File: config.mk
export PLATFORM = sky130hd
export DESIGN_NAME = game_timer_bcd
export DESIGN_NICKNAME = d
export VERILOG_FILES = /design/src/rtl/game_timer_bcd.sv
export SDC_FILE = /design/constraint.sdc
export NUM_CORES = 1
export LEC_CHECK = 0
export ABC_AREA = 1
export ABC_CLOCK_PERIOD_IN_PS = 4300
export CORE_ASPECT_RATIO = 1.75
export CORE_UTILIZATION = 40
export CTS_CLUSTER_DIAMETER = 30
export DETAILED_ROUTE_END_ITERATION = 8
export PLACE_DENSITY = 0.71
export SLEW_MARGIN = 40
export SYNTH_ARGS = -nofsm -noshare
export SYNTH_HDL_FRONTEND = slang
export SYNTH_SLANG_ARGS = --single-unit
export TNS_END_PERCENT = 5
File: constraint.sdc
create_clock -name ClockIn -period 4.3 [get_ports ClockIn]
set_clock_uncertainty 0.2 [all_clocks]
set_input_delay 0.86 -clock ClockIn [delete_from_list [all_inputs] [get_ports ClockIn]]
set_output_delay 0.86 -clock ClockIn [all_outputs]
set_load 0.1 [all_outputs]
File: src/rtl/game_timer_bcd.sv
// game_timer_bcd: multi-digit BCD game timer with load, up/down count, pause/resume,
// speed scaling and a terminal-count pulse.
module game_timer_bcd #(
  parameter int CLOCK_FREQUENCY = 50000000,
  parameter int DIGITS = 2
) (
  input  logic                  ClockIn,
  input  logic                  Reset,
  input  logic                  Load,
  input  logic [4*DIGITS-1:0]   LoadValue,
  input  logic                  Start,
  input  logic                  Pause,
  input  logic                  Mode,
  input  logic [1:0]            Speed,
  output logic [4*DIGITS-1:0]   Value,
  output logic                  Running,
  output logic                  Tick,
  output logic                  Expired,
  output logic                  Done
);
  localparam int DW = $clog2(CLOCK_FREQUENCY);
  typedef enum logic [1:0] {IDLE, RUN, PAUSED, DONE} state_t;
  state_t r_state;
  logic [DW-1:0] r_div;
  logic r_down, r_tick, r_exp;
  logic [4*DIGITS-1:0] r_value;
  logic [DW-1:0] w_reload;
  logic [4*DIGITS-1:0] w_next, w_clamp, w_nines;
  logic w_carry, w_last, w_term_start;
  logic [3:0] w_d;
  assign w_reload = DW'((CLOCK_FREQUENCY >> Speed) - 1);
  // w_carry ripples the borrow/carry from the ones digit upward within one cycle
  always_comb begin
    w_next = r_value;
    w_clamp = LoadValue;
    w_nines = '0;
    w_carry = 1'b1;
    w_d = '0;
    for (int i = 0; i < DIGITS; i++) begin
      w_d = r_value[4*i+:4];
      w_next[4*i+:4] = !w_carry ? w_d : r_down ? (w_d == 4'd0 ? 4'd9 : w_d - 4'd1) : (w_d == 4'd9 ? 4'd0 : w_d + 4'd1);
      w_carry = w_carry & (r_down ? w_d == 4'd0 : w_d == 4'd9);
      w_clamp[4*i+:4] = LoadValue[4*i+:4] > 4'd9 ? 4'd9 : LoadValue[4*i+:4];
      w_nines[4*i+:4] = 4'd9;
    end
  end
  assign w_last = r_down ? (w_next == '0) : (w_next == w_nines);
  assign w_term_start = Mode ? (r_value == '0) : (r_value == w_nines);
  always_ff @(posedge ClockIn) begin
    if (Reset) begin
      r_state <= IDLE;
      r_value <= '0;
      r_tick <= 1'b0;
      r_exp <= 1'b0;
      r_div <= w_reload;
      r_down <= 1'b1;
    end else begin
      r_tick <= 1'b0;
      r_exp <= 1'b0;
      if (Load) begin
        r_state <= IDLE;
        r_value <= w_clamp;
        r_div <= w_reload;
      end else begin
        case (r_state)
          IDLE: if (Start && !Pause) begin
            r_down <= Mode;
            r_div <= w_reload;
            r_state <= w_term_start ? DONE : RUN;
            r_exp <= w_term_start;
          end
          RUN: if (Pause) r_state <= PAUSED;
          else if (r_div == '0) begin
            r_value <= w_next;
            r_tick <= 1'b1;
            r_div <= w_reload;
            r_exp <= w_last;
            r_state <= w_last ? DONE : RUN;
          end else r_div <= r_div - 1'b1;
          PAUSED: if (Start && !Pause) r_state <= RUN;
          default: r_state <= DONE;
        endcase
      end
    end
  end
  assign Value = r_value;
  assign Tick = r_tick;
  assign Expired = r_exp;
  assign Running = (r_state == RUN);
  assign Done = (r_state == DONE);
endmodule

# ---- After elaboration in Yosys (flattened, before gate mapping)
# Index checks and enable logic that the tools add are counted.
dict set report op_classes {
  mux 34
  n_eq_ne 13
  n_addsub 6
  n_bitwise 2
  shift 1
  magnitude_cmp 2
  n_reduce_logical 17
}
# op count
set op_table {}
lappend op_table {{26-bit 2-to-1 mux} 5}
lappend op_table {{26-bit one-hot mux with 2 select lines} 1}
lappend op_table {{4-bit 2-to-1 mux} 9}
lappend op_table {{8-bit 2-to-1 mux} 4}
lappend op_table {{26-bit logical NOT} 1}
lappend op_table {{26-bit by 2-bit right shift with 26-bit output (first input constant)} 1}
lappend op_table {{26-bit by 1-bit subtractor with 26-bit output (second input constant)} 1}
lappend op_table {{26-bit by 2-bit subtractor with 26-bit output (second input constant)} 1}
lappend op_table {{8-bit == test (second input constant)} 2}
lappend op_table {{8-bit logical NOT} 2}
lappend op_table {{2-bit 2-to-1 mux} 6}
lappend op_table {{3-bit AND reduction} 4}
lappend op_table {{4-bit by 1-bit adder with 4-bit output (second input constant)} 2}
lappend op_table {{4-bit == test (second input constant)} 2}
lappend op_table {{4-bit > comparator (second input constant)} 2}
lappend op_table {{4-bit logical NOT} 2}
lappend op_table {{4-bit != test (second input constant)} 2}
lappend op_table {{4-bit by 1-bit subtractor with 4-bit output (second input constant)} 2}
lappend op_table {{1-bit 2-to-1 mux} 7}
lappend op_table {{2-bit != test (second input constant)} 3}
lappend op_table {{2-bit one-hot mux with 3 select lines} 1}
lappend op_table {{2-bit == test (second input constant)} 2}
lappend op_table {{2-bit nonzero test} 2}
lappend op_table {{4-bit nonzero test} 1}
lappend op_table {{9 further kinds} 10}
dict set report word_totals {
  output_inout_bits 12
  in_bits 16
  word_cells 81
  ff_bits 39
}

# ---- Logic depth before layout (Yosys ltp)
dict set report depth {
  depth_word 10
  ltp_mapped 16
}

# ---- Worst setup path after synthesis
# No wires, ideal clock.
dict set report synth_path {
  kind {flip-flop to flip-flop}
  start {reg r_state[1]}
  end {reg with a tool-made name}
  setup_time_ns 0.449
  n_path_buf 0
  required_time_ns 3.651
  arrival_time_ns 3.168
  stages_incl_launch_ff 5
  path_slack_ns 0.483
  cell_sequence {dfxtp_1 -> nor2_1 -> inv_1 -> nor2_1 -> o31ai_1}
}
# element line_no
set synth_lines {}
lappend synth_lines {{from (decl)} 23} ;# state_t r_state;
lappend synth_lines {{from (signal assigned)} 69} ;# r_state <= w_term_start ? DONE : RUN;
lappend synth_lines {{from (signal assigned)} 78} ;# r_state <= w_last ? DONE : RUN;

# ---- Worst setup path in the final report
dict set report layout_path {
  start {in Load}
  end {reg r_div[6], data pin}
}
dict set report layout_between {
  elab_chain_cells 2
}
# element line_no
set layout_rtl {}
lappend layout_rtl {{from (decl)} 9} ;# input logic Load,
lappend layout_rtl {{26-bit 2-to-1 mux} 60} ;# if (Load) begin
lappend layout_rtl {{26-bit 2-to-1 mux} 50} ;# if (Reset) begin
lappend layout_rtl {{to (signal assigned)} 55} ;# r_div <= w_reload;
lappend layout_rtl {{to (signal assigned)} 63} ;# r_div <= w_reload;
lappend layout_rtl {{to (signal assigned)} 68} ;# r_div <= w_reload;
lappend layout_rtl {{to (decl)} 24} ;# logic [DW-1:0] r_div;
# Every way passes these cells.
# A chain may end at the register's enable or synchronous reset.

==> impl_metrics.yaml <==
outcome:
  status: "completed"
worst_hold_path:
  hp-class: "register to register"
  worstHoldStart: "Value[2]"
clock_tree:
  htreeDepth: 2
  post_cts_resized: 0
  cts.sinks: 39
  ctsRootBufferMaster: "clkbuf_16"
  numCtsBuffers: 5
  clock_path_buffers: 2
  cts.clk_slew.worst_paths_ns: 0.06
  ctsHoldBuffers: 0
  cts_tree: "yes"
  post_cts_buffers: 0
  clk_latency_ns: 0.28
worst_setup_path:
  critPathMaxFanout: 18
  r2r_slack_ns: 1.88
  cp-endpoint: "r_div[6]"
  rr_startpoint: "r_div[0]"
  critPathKind: "input pin to register"
  setup.worst_path.start: "Load"
  r2r_cells: 15
  crit_path_end_kind: "register"
  crit_required_ns: 4.13
  startpoint_type: "input pin"
  critPathArrivalTime_ns: 2.56
  r2r-end: "r_div[13]"
floorplan:
  core_area_sq_um: 6860
  fp-row-count: 40
  pin_count: 28
  die_area_sq_um: 7440
  start_util: 0.414
  die_width_um: 65.6
  die_h_um: 113
placed_design:
  port_buffers: 27
  place_congestion: 0.881
  dp_cells: 503
  place_hpwl_mm: 5.39
route:
  first_iter_violations: 107
  routed_wl_mm: 6.85
  routed_via_density: 5.07
  vias: 2592
  drc: 0
  ant_nets: 0
  drt-pass1-iter-count: 4
  wire_per_inst_um: 13.4
finish:
  multi_input_area_sq_um: 1560
  stdcell_count: 511
  drive_gt1_frac: 0.124
  fillers: 680
  seq_area_sq_um: 1040
  area.growth.synth_to_final_pct: 16.6
  nets: 444
  antenna_cells: 0
timing:
  holdWs_ns: 0.364
  timing.final.max_slew_violations: 0
  setup_viol: 0
  tightest_slew_ns: 0.631
  finalHoldViolCount: 0
  tns_ns: 0
  relSlewSlack: 0.577
  rsz0062_at_grt: "false"
  clock.fmax_mhz: 366
  fin_crit_sh: 0.635
  finalCriticalPeriod_ns: 2.73
power_and_ir_drop:
  intPower_mw: 0.820
  p_sw_mw: 0.301
  leakagePower_nw: 1.42
  p_per_area_nw_per_um2: 339
  p_clk_frac: 0.422
  pwr-share-comb: 0.176
  switching_share: 0.269
  peakVddDrop_v: 0.000177
  total_power_mw: 1.12
  p_seq_frac: 0.402
synthesis:
  synthAdderAreaFrac: 0.00883
  ys_types: 40
  synth_nets: 417
  synthMuxAreaShare: 0
  synthSimpleGateAreaFrac: 0.387
  synth_top_family_by_area: "simple AND/OR/NAND/NOR gates"
  ys_warn_count: 0
  synth_area_sq_um: 2840
  synthXorXnorAreaFrac: 0.0556
  synth_compound_area_frac: 0.0940
  yosysSeqAreaShare: 0.367
  synthCells: 399
  syn_area_per_cell_sq_um: 7.11
  synth_top_area_frac: 0.275
  synth_area_leaders: "edfxtp_1 28%, nand2_1 15%, dfxtp_1 9.2%"
  synth_area_leader_cell: "edfxtp_1"
  ys_ff_latch: 39
global_route:
  grt_max_degree: 27
  overflow: 0
  grt.total_usage: 0.199
  antenna_found_initial: 0
  grt_pass1_wl_mm: 11.3
  grt_pass1_vias: 2568
job:
  maxCapViolCount: 0
## cell families after synthesis
| family | count (synthesis) |
|---|---|
| AOI/OAI and AO/OA | 49 |
| adders and majority gates | 2 |
| DFF | 39 |
| and+or+nand+nor | 233 |
| buffers and inverters | 58 |
| xor gates and xnor gates | 18 |
## registers in the layout, summed over array words and instances, names as in the netlist, named ones only
register and count:
r_down 1, r_state 2, Value 8, Tick 1
r_div 25, Expired 1
## power groups by stage
stage | combinational [mW] | clock (mW) | sequential [mW]
after floorplan | 0.123 | 0 | 0.477
after global placement | 0.198 | 0 | 0.458
after detailed placement | 0.197 | 0 | 0.459
after CTS | 0.198 | 0.478 | 0.451
after global routing | 0.220 | 0.491 | 0.454
final | 0.197 | 0.473 | 0.451
## layer usage
layer / routed length (um) / up-vias / track usage
li1: - / 1349 / -
met1: 2640 / 1169 / 0.203
met2: 3810 / 60 / 0.386
met3: 205 / 14 / 0.0270
met4: 189 / 0 / 0.0783
met5: 0 / - / 0
## cell usage after synthesis
cell and number:
dfxtp_1 13, nor3b_1 1, inv_2 4, nor4_2 1, nor3_2 3, edfxtp_1 26
ha_1 2, buf_1 1, xnor2_1 5, nand4_1 8, nand2_8 1, o21ai_0 21
inv_6 1, o31ai_1 1, or2_2 1, inv_1 45, nor2_4 3, nand3b_4 1
nor2_1 42, nand2_1 117, nor2_2 7, nand2_2 6, nor3_1 5, a22oi_1 1
o211ai_1 2, o21ai_1 4, o21a_1 3, nand2_4 1, xor2_1 13, nand3_2 1
buf_2 1, nand3_1 28, o21ai_2 1, or2_0 1, nor4_1 2, buf_6 3
nand4_2 1, clkbuf_1 3, nand3b_1 3, a21oi_1 16
## cells in the final DEF, fill, tap and decap left out, types with 3 or more instances in the layout
cell type | Yosys | final
nand2_1 | 117 | 117
inv_1 | 45 | 45
nor2_1 | 42 | 42
nand3_1 | 28 | 28
edfxtp_1 | 26 | 26
o21ai_0 | 21 | 21
a21oi_1 | 16 | 16
clkdlybuf4s50_1 | 0 | 15
dfxtp_1 | 13 | 13
xor2_1 | 13 | 13
buf_2 | 1 | 12
nand4_1 | 8 | 8
nor2_2 | 7 | 7
nand2_2 | 6 | 6
nor3_1 | 5 | 5
xnor2_1 | 5 | 5
clkbuf_16 | 0 | 5
inv_2 | 4 | 4
o21ai_1 | 4 | 4
nor3_2 | 3 | 3
nor2_4 | 3 | 3
o21a_1 | 3 | 3
nand3b_1 | 3 | 3
## critical path, stage by stage
cell and delay [ns]:
clkdlybuf4s50_1 0.63, nor2_1 0.60, nand2_8 0.18, nand2_1 0.20
nand2_1 0.08
## through the flow
stage	util	instance area [sq um]	setup WS [ns]
final	0.482	3310	1.57
after global routing	0.482	3310	1.43
after CTS	0.482	3310	1.55
after detailed placement	0.455	3120	1.26
after global placement	0.464	3180	1.33
after floorplan	-	2840	0.483
## layout make-up
class,instances,area share
Tap cell,84,0.0318
Clock inverter,2,0.0182
Clock buffer,6,0.0390
Timing Repair Buffer,28,0.0658
Sequential cell,39,0.315
Multi-Input combinational cell,302,0.472
Inverter,50,0.0583
## worst min-delay path by stage
stage,endpoint,cells after the start,slack (ns)
2_1_floorplan,r_div[0],1,0.33
3_3_place_gp,r_div[0],1,0.35
3_5_place_dp,r_div[0],1,0.35
4_1_cts,Value[6],2,0.36
5_1_grt,Value[2],2,0.39
6_report,Value[2],2,0.36
No activity file was read; power rests on OpenSTA's default activity.
